`config.mk`:
```
export PLATFORM = sky130hd
export DESIGN_NAME = pc_redirect_ctrl
export DESIGN_NICKNAME = d
export VERILOG_FILES = /design/src/rtl/pc_redirect_ctrl_pkg.sv /design/src/rtl/pc_redirect_ctrl_hold.sv /design/src/rtl/pc_redirect_ctrl.sv
export SDC_FILE = /design/constraint.sdc
export NUM_CORES = 1
export LEC_CHECK = 0
export ABC_AREA = 1
export CORE_ASPECT_RATIO = 1.1
export CORE_MARGIN = 10
export CORE_UTILIZATION = 47
export DETAILED_ROUTE_END_ITERATION = 16
export GPL_TIMING_DRIVEN = 0
export PLACE_DENSITY = 0.87
export SYNTH_ARGS = -nofsm -noshare
export SYNTH_HDL_FRONTEND = slang
export SYNTH_SLANG_ARGS = --single-unit
```
`constraint.sdc`:
```
create_clock -name clk -period 3.6 [get_ports clk]
set_input_delay 0.72 -clock clk [delete_from_list [all_inputs] [get_ports clk]]
set_output_delay 0.72 -clock clk [all_outputs]
set_load 0.05 [all_outputs]
```
`src/rtl/pc_redirect_ctrl_pkg.sv`:
```
// rtl/pc_redirect_ctrl_pkg.sv - shared encodings for the PC redirect controller
// Purpose: PC-select codes, reset PC, controller state encoding and the
// default exception drain length used by pc_redirect_ctrl and its hold register.
package pc_redirect_ctrl_pkg;

  localparam logic [1:0] PC_SEL_PC_PLUS_4   = 2'b00;
  localparam logic [1:0] PC_SEL_BRANCH_JUMP = 2'b01;
  localparam logic [1:0] PC_SEL_JALR        = 2'b10;
  localparam logic [1:0] PC_SEL_EXCEPTION   = 2'b11;

  localparam logic [31:0] RESET_PC = 32'h0000_0000;

  localparam int DRAIN_CYCLES_DEF = 2;
  localparam int DRAIN_W          = 4;  // holds DRAIN_CYCLES up to 15

  typedef enum logic [1:0] {
    ST_RUN       = 2'd0,
    ST_HOLD      = 2'd1,
    ST_EXC_DRAIN = 2'd2,
    ST_EXC_ISSUE = 2'd3
  } state_t;

endpackage

```
`src/rtl/pc_redirect_ctrl_hold.sv`:
```
// rtl/pc_redirect_ctrl_hold.sv - pending redirect kind/target register
// Purpose: remembers a redirect that arrived while fetch was stalled.
// Ports:
//   clk, rst           clock, asynchronous active-high reset
//   load               capture load_sel/load_target
//   clear              discard the pending redirect (wins over load)
//   load_sel[1:0]      PC-select code of the redirect being captured
//   load_target[31:0]  target of the redirect being captured
//   pend_sel[1:0]      held PC-select code (PC_SEL_PC_PLUS_4 when empty)
//   pend_target[31:0]  held target
module pc_redirect_hold
  import pc_redirect_ctrl_pkg::*;
(
  input  logic        clk,
  input  logic        rst,
  input  logic        load,
  input  logic        clear,
  input  logic [1:0]  load_sel,
  input  logic [31:0] load_target,
  output logic [1:0]  pend_sel,
  output logic [31:0] pend_target
);

  always_ff @(posedge clk or posedge rst) begin
    if (rst) begin
      pend_sel    <= PC_SEL_PC_PLUS_4;
      pend_target <= '0;
    end else if (clear) begin
      pend_sel    <= PC_SEL_PC_PLUS_4;
      pend_target <= '0;
    end else if (load) begin
      pend_sel    <= load_sel;
      pend_target <= load_target;
    end
  end

endmodule

```
`src/rtl/pc_redirect_ctrl.sv`:
```
// rtl/pc_redirect_ctrl.sv - fetch PC redirect sequencing controller
// Purpose: merges branch/JAL, JALR and exception redirects with fetch and
// hazard stalls; drives the PC-select code, targets, IF stall and flushes.
// Ports:
//   clk, rst                        clock, asynchronous active-high reset
//   stall_req_i, imem_wait_i        external stall sources
//   br_jump_req_i/br_jump_target_i  taken branch or JAL from EX
//   jalr_req_i/jalr_target_i        JALR from EX
//   exc_req_i                       exception request pulse
//   pc_sel_o                        PC mux select
//   branch_jump_target_addr_o       branch/JAL target (0 when not selected)
//   jalr_target_addr_o              JALR target (0 when not selected)
//   stall_if_o, flush_if_o, flush_id_o  pipeline control
//   busy_o                          controller not in RUN
//   proto_err_o                     sticky: branch and JALR seen together
//   redirect_cnt_o                  saturating count of issued redirects
module pc_redirect_ctrl
  import pc_redirect_ctrl_pkg::*;
#(
  parameter int DRAIN_CYCLES = DRAIN_CYCLES_DEF,
  parameter int CNT_W        = 16
) (
  input  logic             clk,
  input  logic             rst,
  input  logic             stall_req_i,
  input  logic             imem_wait_i,
  input  logic             br_jump_req_i,
  input  logic [31:0]      br_jump_target_i,
  input  logic             jalr_req_i,
  input  logic [31:0]      jalr_target_i,
  input  logic             exc_req_i,
  output logic [1:0]       pc_sel_o,
  output logic [31:0]      branch_jump_target_addr_o,
  output logic [31:0]      jalr_target_addr_o,
  output logic             stall_if_o,
  output logic             flush_if_o,
  output logic             flush_id_o,
  output logic             busy_o,
  output logic             proto_err_o,
  output logic [CNT_W-1:0] redirect_cnt_o
);

  state_t             state, state_nxt;
  logic [DRAIN_W-1:0] drain_cnt;
  logic               ext_stall;
  logic [1:0]         req_sel;
  logic [31:0]        req_target;
  logic [1:0]         pend_sel;
  logic [31:0]        pend_target;
  logic [31:0]        sel_target;
  logic               hold_load, hold_clear, drain_load;

  assign ext_stall = stall_req_i | imem_wait_i;

  // Branch/JAL has priority over JALR when both are presented.
  assign req_sel    = br_jump_req_i ? PC_SEL_BRANCH_JUMP :
                      jalr_req_i    ? PC_SEL_JALR        : PC_SEL_PC_PLUS_4;
  assign req_target = br_jump_req_i ? br_jump_target_i : jalr_target_i;

  pc_redirect_hold u_hold (
    .clk         (clk),
    .rst         (rst),
    .load        (hold_load),
    .clear       (hold_clear),
    .load_sel    (req_sel),
    .load_target (req_target),
    .pend_sel    (pend_sel),
    .pend_target (pend_target)
  );

  // exc_req_i only steers next state and the hold/drain registers, never the
  // same-cycle select or flush outputs, so pc_sel_o has no path from it.
  always_comb begin
    state_nxt  = state;
    pc_sel_o   = PC_SEL_PC_PLUS_4;
    sel_target = '0;
    stall_if_o = ext_stall;
    flush_if_o = 1'b0;
    flush_id_o = 1'b0;
    hold_load  = 1'b0;
    hold_clear = 1'b0;
    drain_load = 1'b0;
    unique case (state)
      ST_RUN: begin
        if (req_sel != PC_SEL_PC_PLUS_4 && !ext_stall) begin
          pc_sel_o   = req_sel;
          sel_target = req_target;
          flush_if_o = 1'b1;
          flush_id_o = 1'b1;
        end
        if (exc_req_i) begin
          state_nxt  = ST_EXC_DRAIN;
          drain_load = 1'b1;
        end else if (req_sel != PC_SEL_PC_PLUS_4 && ext_stall) begin
          hold_load = 1'b1;
          state_nxt = ST_HOLD;
        end
      end
      ST_HOLD: begin
        if (!ext_stall) begin
          pc_sel_o   = pend_sel;
          sel_target = pend_target;
          flush_if_o = 1'b1;
          flush_id_o = 1'b1;
          hold_clear = 1'b1;
          state_nxt  = ST_RUN;
        end
        if (exc_req_i) begin
          hold_clear = 1'b1;
          drain_load = 1'b1;
          state_nxt  = ST_EXC_DRAIN;
        end
      end
      ST_EXC_DRAIN: begin
        stall_if_o = 1'b1;
        flush_if_o = 1'b1;
        flush_id_o = 1'b1;
        if (drain_cnt <= DRAIN_W'(1)) state_nxt = ST_EXC_ISSUE;
      end
      ST_EXC_ISSUE: begin
        if (!ext_stall) begin
          pc_sel_o   = PC_SEL_EXCEPTION;
          flush_if_o = 1'b1;
          state_nxt  = ST_RUN;
        end
      end
      default: state_nxt = ST_RUN;
    endcase
  end

  assign branch_jump_target_addr_o = (pc_sel_o == PC_SEL_BRANCH_JUMP) ? sel_target : '0;
  assign jalr_target_addr_o        = (pc_sel_o == PC_SEL_JALR)        ? sel_target : '0;
  assign busy_o                    = (state != ST_RUN);

  always_ff @(posedge clk or posedge rst) begin
    if (rst) begin
      state          <= ST_RUN;
      drain_cnt      <= '0;
      proto_err_o    <= 1'b0;
      redirect_cnt_o <= '0;
    end else begin
      state <= state_nxt;
      if (drain_load)
        drain_cnt <= DRAIN_W'(DRAIN_CYCLES);
      else if (state == ST_EXC_DRAIN && drain_cnt != '0)
        drain_cnt <= drain_cnt - DRAIN_W'(1);
      if (state == ST_RUN && br_jump_req_i && jalr_req_i)
        proto_err_o <= 1'b1;
      // Any non-sequential select is an issued redirect.
      if (pc_sel_o != PC_SEL_PC_PLUS_4 && redirect_cnt_o != '1)
        redirect_cnt_o <= redirect_cnt_o + CNT_W'(1);
    end
  end

endmodule
```
==> results.cfg, run 1 <==
[status]
status = finished, final reports clean

[power]
p_clk_share_pct = 22.5
switching_share_pct = 40.23
power.internal_mw = 1.598
ir_drop_mv = 0.2104
power_density_nw_per_um2 = 500.0
p_comb_share_pct = 38.1
seqPwrFrac_pct = 39.5
leakagePower_nw = 2.576
p_sw_mw = 1.076

[yosys]
synth.distinct_cells = 30
synth_area_um2 = 3745
synthTopCellsByArea = dfrtp_1, nor2_1, mux2i_1, nand2_1, nand3_1
yosysMostFrequentCell = nor2_1
syn_nets = 593
synth-main-ff-cell = dfrtp_1
synth-edff-count = 0
ys_ff_latch = 57
yosysSeqAreaShare_pct = 38.09
syn_inst = 518
async_flop_share_pct = 100.0
yosysTopAreaCell = dfrtp_1
yosysTopAreaCellShare_pct = 38.09
postSynthAreaPerCell_um2 = 7.229
yosys-top-cells-count = nor2_1, nand2_1, nand3_1
yosysWarnings = 0

[placed_design]
portBuffers = 156
dpl-instance-area_um2 = 5461
routabilityCongestion = 0.9037
dp_hpwl_mm = 10.68

[drt]
drc_errors = 0
detail-route-antenna-nets = 0
viasPerCell = 5.374
post_drt_wl_per_cell_um = 16.53
vias = 4294
drt_iter0_drc = 280
firstDrtPassIters = 4
routed_wl_mm = 13.21

[worst_setup_path]
crit_type = primary input to primary output
cp-start-kind = primary input
cp-end-kind = primary output
cp.required_ns = 2.88
arrival_ns = 2.74
cp_max_fo = 5

[floorplanning]
dieArea_um2 = 11940
rows = 34
start_util_pct = 47.84
num_io_pins = 158
die_w_um = 105.1
coreArea_um2 = 7828
die_h_um = 113.6

[finish]
drive_gt1_share_pct = 16.35
area_growth_pct = 42.80
antenna_cells = 0
final_cell_area_um2 = 5348
num-nets-final = 761

[timing]
finalCriticalPeriod_ns = 3.463
rsz0062_at_grt = no
final.setup.tns_ns = 0
hold_viol = 0
setup_viol = 0
worst_pin_slew_ns = 0.5477
fin_skew_ns = 0.006832
clock.fmax_mhz = 288.7
slew_headroom_pct = 63.44
post-route-period-util_pct = 96.21
slew_violations = 0

[clock_tree]
postCtsSetupBuffers = 0
cts.sinks = 57
cts-buffers-inserted = 9
clk_pin_slew_ns = 0.06
htreeDepth = 3
cts_buffer_depth = 2
clock_latency_ns = 0.34
cts_root_buf = clkbuf_8
cts_tree = built

[grt]
grt_pass1_vias = 4441
grtUsageTotal_pct = 21.92
antenna_found_initial = 0
gr-total-overflow = 0
grt_max_degree = 35
grt_pass1_wl_mm = 21.71

[flow_run]
cap_violations = 0

[worst_hold_path]
holdCritPathClass = register to register
cells by family after synthesis:
logic type / synth area share (%)
simple gates: 32.51
fa+ha+maj: 1.337
mux: 8.553
xor+xnor: 1.637
compound gates: 10.69
buf+inv: 7.183
flops: 38.09
path summary, 6_finish.rpt:
| kind | start | end | slack (ns) | cells past startpoint |
|---|---|---|---|---|
| worst max-delay path | stall_req_i | jalr_target_addr_o[0] | 0.14 | 9 |
| worst max register to register | redirect_cnt_o[0] | redirect_cnt_o[8] | 1.74 | 8 |
| worst min-delay path | u_hold.pend_sel[1] | u_hold.pend_sel[1] | 0.50 | 2 |
| min in group asynchronous | rst | redirect_cnt_o[3] | 0.75 | 2 |
| worst min register to register | u_hold.pend_sel[1] | u_hold.pend_sel[1] | 0.50 | 2 |
| max in group asynchronous | rst | u_hold.pend_target[5] | 2.28 | 3 |
per-layer routing:
| metal | share of wire [%] | routed length (um) | GRT usage [%] |
|---|---|---|---|
| met5 | 0 | 0 | 0 |
| met4 | 2.0 | 260 | 8.425 |
| met3 | 10 | 1377 | 9.306 |
| met2 | 49 | 6442 | 36.55 |
| met1 | 39 | 5124 | 24.42 |
cell usage in the layout (no fill, tap or decap), types with 2 or more instances in the layout:
cell type	n
clkbuf_1	10
nand4_1	7
clkbuf_2	36
clkinv_2	2
xor2_1	3
mux2i_1	32
nor3_1	2
nand2_1	85
nand2_2	2
o21ai_0	36
clkdlybuf4s50_1	91
inv_2	5
nor2_2	2
buf_6	4
nand3_1	58
clkbuf_8	10
nand3b_1	3
dfrtp_1	57
xnor2_1	4
a21oi_1	34
nor2_1	115
dlygate4sd2_1	4
ha_1	4
clkinvlp_4	2
o21ai_1	5
nand3_2	2
buf_2	42
nor2_4	2
inv_1	23
critical path, cell delays in order:
cell and delay (ns):
clkdlybuf4s50_1 0.48, inv_1 0.08, nand2_1 0.08, nor2_1 0.18, nand2_1 0.14, nand2_1 0.16
nand2_1 0.18, nor2_1 0.15, dlygate4sd2_1 0.57
timing repair:
item	in CTS	in global routing
resized for setup	121	116
endpoints found under the setup margin	65	61
hold buffers	0	0
sequential cells by signal (all words and copies together), names as in the netlist:
signal / cells
proto_err_o: 1
drain_cnt: 4
redirect_cnt_o: 16
u_hold.pend_sel: 2
u_hold.pend_target: 32
state: 2
per-stage QoR:
stage	total power [mW]	utilization, %	worst slack, ns	hold WS (ns)	std cells
after floorplan	1.708	-	0.1211	0.4654	518
final	2.674	68.32	0.1365	0.5030	799
after CTS	2.675	72.14	0.002492	0.5059	799
after global placement	2.022	69.52	-0.3568	0.4807	782
after detailed placement	2.084	69.77	-0.3752	0.4918	783
after global routing	2.846	68.32	0.007085	0.5279	799
layout make-up:
type / instances / area (um2)
Clock buffer: 11 / 141.4
Multi-Input combinational cell: 403 / 2049
Fill cell: 705 / 2480
Buffer: 30 / 163.9
Tap cell: 108 / 135.1
Timing Repair Buffer: 157 / 1271
Inverter: 28 / 105.1
Clock inverter: 5 / 55.05
Sequential cell: 57 / 1426
power groups by stage:
stage                     clock network, mW  logic [mW]  registers [mW]
after detailed placement                  0        1.03            1.06
after floorplan                           0       0.615            1.09
after global routing                  0.631        1.13            1.08
after CTS                             0.604        1.02            1.05
after global placement                    0       0.981            1.04
final                                 0.601        1.02            1.06
Note: power is estimated with default switching activity, not from simulation.
==> run 2: changes to the inputs <==
--- a/config.mk
+++ b/config.mk
@@ -5,10 +5,11 @@
 export SDC_FILE = /design/constraint.sdc
 export NUM_CORES = 1
 export LEC_CHECK = 0
-export ABC_AREA = 1
+export ABC_AREA = 0
+export CAP_MARGIN = 5
 export CORE_ASPECT_RATIO = 1.1
 export CORE_MARGIN = 10
-export CORE_UTILIZATION = 47
+export CORE_UTILIZATION = 46
 export DETAILED_ROUTE_END_ITERATION = 16
 export GPL_TIMING_DRIVEN = 0
 export PLACE_DENSITY = 0.87
==> run 2 against run 1 <==
Global-route usage decreased by 0.88 points. Synthesized area decreased by 4.0%. Via count decreased by 9.7%. Maximum frequency decreased by 1.2%. Die area decreased by 1.6%. Hold slack got worse by 0.024 ns. Non-clock buffer count increased by 7. Critical path depth unchanged. Count of clock-buffer cells in the layout increased by 3.
==> results.cfg, run 2 <==
[yosys]
async_flop_share_pct = 100.0
synth_area_um2 = 3593
syn_inst = 457
ys_ff_latch = 57
yosysTopAreaCell = dfrtp_1
yosysTopAreaCellShare_pct = 39.69
yosys-top-cells-count = nand2_1, nor2_1, dfrtp_1
synth-edff-count = 0
syn_nets = 532
postSynthAreaPerCell_um2 = 7.863
yosysWarnings = 0
synthTopCellsByArea = dfrtp_1, mux2i_1, nand2_1, nor2_1, nand2b_1
synth-main-ff-cell = dfrtp_1
yosysMostFrequentCell = nand2_1
synth.distinct_cells = 34
yosysSeqAreaShare_pct = 39.69

[placed_design]
portBuffers = 157
routabilityCongestion = 0.8854
dp_hpwl_mm = 9.634
place_ws_ns = -0.5675

[clock_tree]
htreeDepth = 3
clock_latency_ns = 0.34
clk_pin_slew_ns = 0.07
cts-buffers-inserted = 9
cts_buffer_depth = 2
cts_tree = built
cts.sinks = 57
cts_root_buf = clkbuf_8

[timing]
slew_violations = 0
clock.fmax_mhz = 285.3
slew_headroom_pct = 62.97
hold_viol = 0
fin_skew_ns = 0.005043
post-route-period-util_pct = 97.38
setup_ws_ns = 0.09432
finalCriticalPeriod_ns = 3.506
rsz0062_at_grt = yes
timing.hold.ws_ns = 0.4787
setup_viol = 0
worst_pin_slew_ns = 0.5537

[finish]
drive_gt1_share_pct = 18.08
reg_top3 = u_hold.pend_target x32, redirect_cnt_o x16, drain_cnt x4
antenna_cells = 0
layout_commonest_cell = clkdlybuf4s50_1
layout_common_cells = clkdlybuf4s50_1, nand2_1, nor2_1, dfrtp_1, o21ai_0
largest_reg_flops = 32
largest-register = u_hold.pend_target
num-nets-final = 706
area_growth_pct = 53.66

[drt]
vias = 3876
drc_errors = 0
drt_iter0_drc = 165
routed_wl_mm = 12.57
firstDrtPassIters = 4
viasPerCell = 5.231
detail-route-antenna-nets = 0
post_drt_wl_per_cell_um = 16.96

[grt]
gr-total-overflow = 0
antenna_found_initial = 0
grt_max_degree = 34
grt_pass1_vias = 4112
grt_pass1_wl_mm = 20.39
grtUsageTotal_pct = 21.04

[power]
power_density_nw_per_um2 = 475.4
power_mw = 2.625
ir_drop_mv = 0.2407
leakagePower_nw = 2.308

[worst_setup_path]
cp-end-kind = primary output
cp-start-kind = primary input
arrival_ns = 2.79
crit_type = primary input to primary output
cp.required_ns = 2.88
cp_max_fo = 10

[floorplanning]
rows = 33
die_w_um = 104.3
die_h_um = 112.7
start_util_pct = 47.82
coreArea_um2 = 7515
dieArea_um2 = 11750
num_io_pins = 158

[worst_hold_path]
holdCritPathClass = register to register

[flow_run]
cap_violations = 0

[status]
status = finished, final reports clean
## run 2: cell types whose count changed after synthesis, sizes merged, moves of 3 or more
cell,change
inv,-21
nand2b,+35
a21oi,-33
nand2,-3
buf,-6
o21ai,+33
xnor2,+11
nand3,-54
clkbuf,+7
nor2,-43
and3,+5
## run 2: critical path: stages
cell             delay, ns
clkdlybuf4s50_1       0.43
buf_4                 0.20
nor2b_1               0.25
a32oi_4               0.18
inv_1                 0.12
nand2_1               0.13
clkbuf_4              0.23
nor2_1                0.14
clkdlybuf4s18_2       0.38
## run 2: layout make-up
cell class	count	area (um2)
clock inverters	2	10.01
repair buffers	163	1560
well taps	105	131.4
flip-flops and latches	57	1426
plain buffers	31	156.4
clock buffers	14	182.7
multi-input cells	362	2028
inverters	7	26.28
fillers	588	1993
## run 2: metrics by stage
stage / utilization, % / area [um2] / setup TNS [ns] / std cells
final: 73.48 / 5522 / 0 / 741
after global routing: 73.48 / 5522 / -0.2297 / 741
after CTS: 74.51 / 5599 / 0 / 738
after detailed placement: 70.75 / 5316 / -30.51 / 720
after global placement: 70.48 / 5296 / -27.11 / 719
after floorplan: - / 3593 / 0 / 457
## run 2: final timing paths
check | slack (ns) | endpoint | cells after the start | from
max | 0.09 | jalr_target_addr_o[28] | 9 | br_jump_req_i
min | 0.48 | u_hold.pend_sel[1] | 2 | u_hold.pend_sel[1]
max reg2reg | 1.59 | u_hold.pend_target[2] | 6 | state[1]
min reg2reg | 0.48 | u_hold.pend_sel[1] | 2 | u_hold.pend_sel[1]
max in group asynchronous | 2.28 | u_hold.pend_target[1] | 3 | rst
min in group asynchronous | 0.75 | redirect_cnt_o[13] | 2 | rst
## run 2: cell families after synthesis
| family | share of synthesized area [%] |
|---|---|
| buffers and inverters | 4.631 |
| DFF | 39.69 |
| adders and majority gates | 1.393 |
| xor gates and xnor gates | 4.387 |
| AOI/OAI and AO/OA | 12.33 |
| muxes | 9.227 |
| and+or+nand+nor | 28.34 |
## run 2: metal layers
| metal | vias up | wire length [um] | GRT usage [%] |
|---|---|---|---|
| met1 | 1846 | 4915 | 23.21 |
| met3 | 19 | 989 | 6.640 |
| met4 | 0 | 298 | 9.842 |
| li1 | 1856 | - | - |
| met5 | - | 0 | 0 |
| met2 | 155 | 6368 | 36.23 |
## run 2: power breakdown
group | switching (mW) | total [mW] | leakage [nW] | internal (mW)
Clock | 0.259 | 0.582 | 0.102 | 0.323
Combinational | 0.643 | 1.07 | 1.46 | 0.429
Sequential | 0.139 | 0.971 | 0.747 | 0.832
Total | 1.04 | 2.63 | 2.31 | 1.58
## run 2: repair_timing
action                     4_1_cts  5_1_grt
setup buffers                    2        3
setup endpoints to repair       67       64
hold buffers                     0        0
pin swaps                        1        1
gates resized for setup        200       60
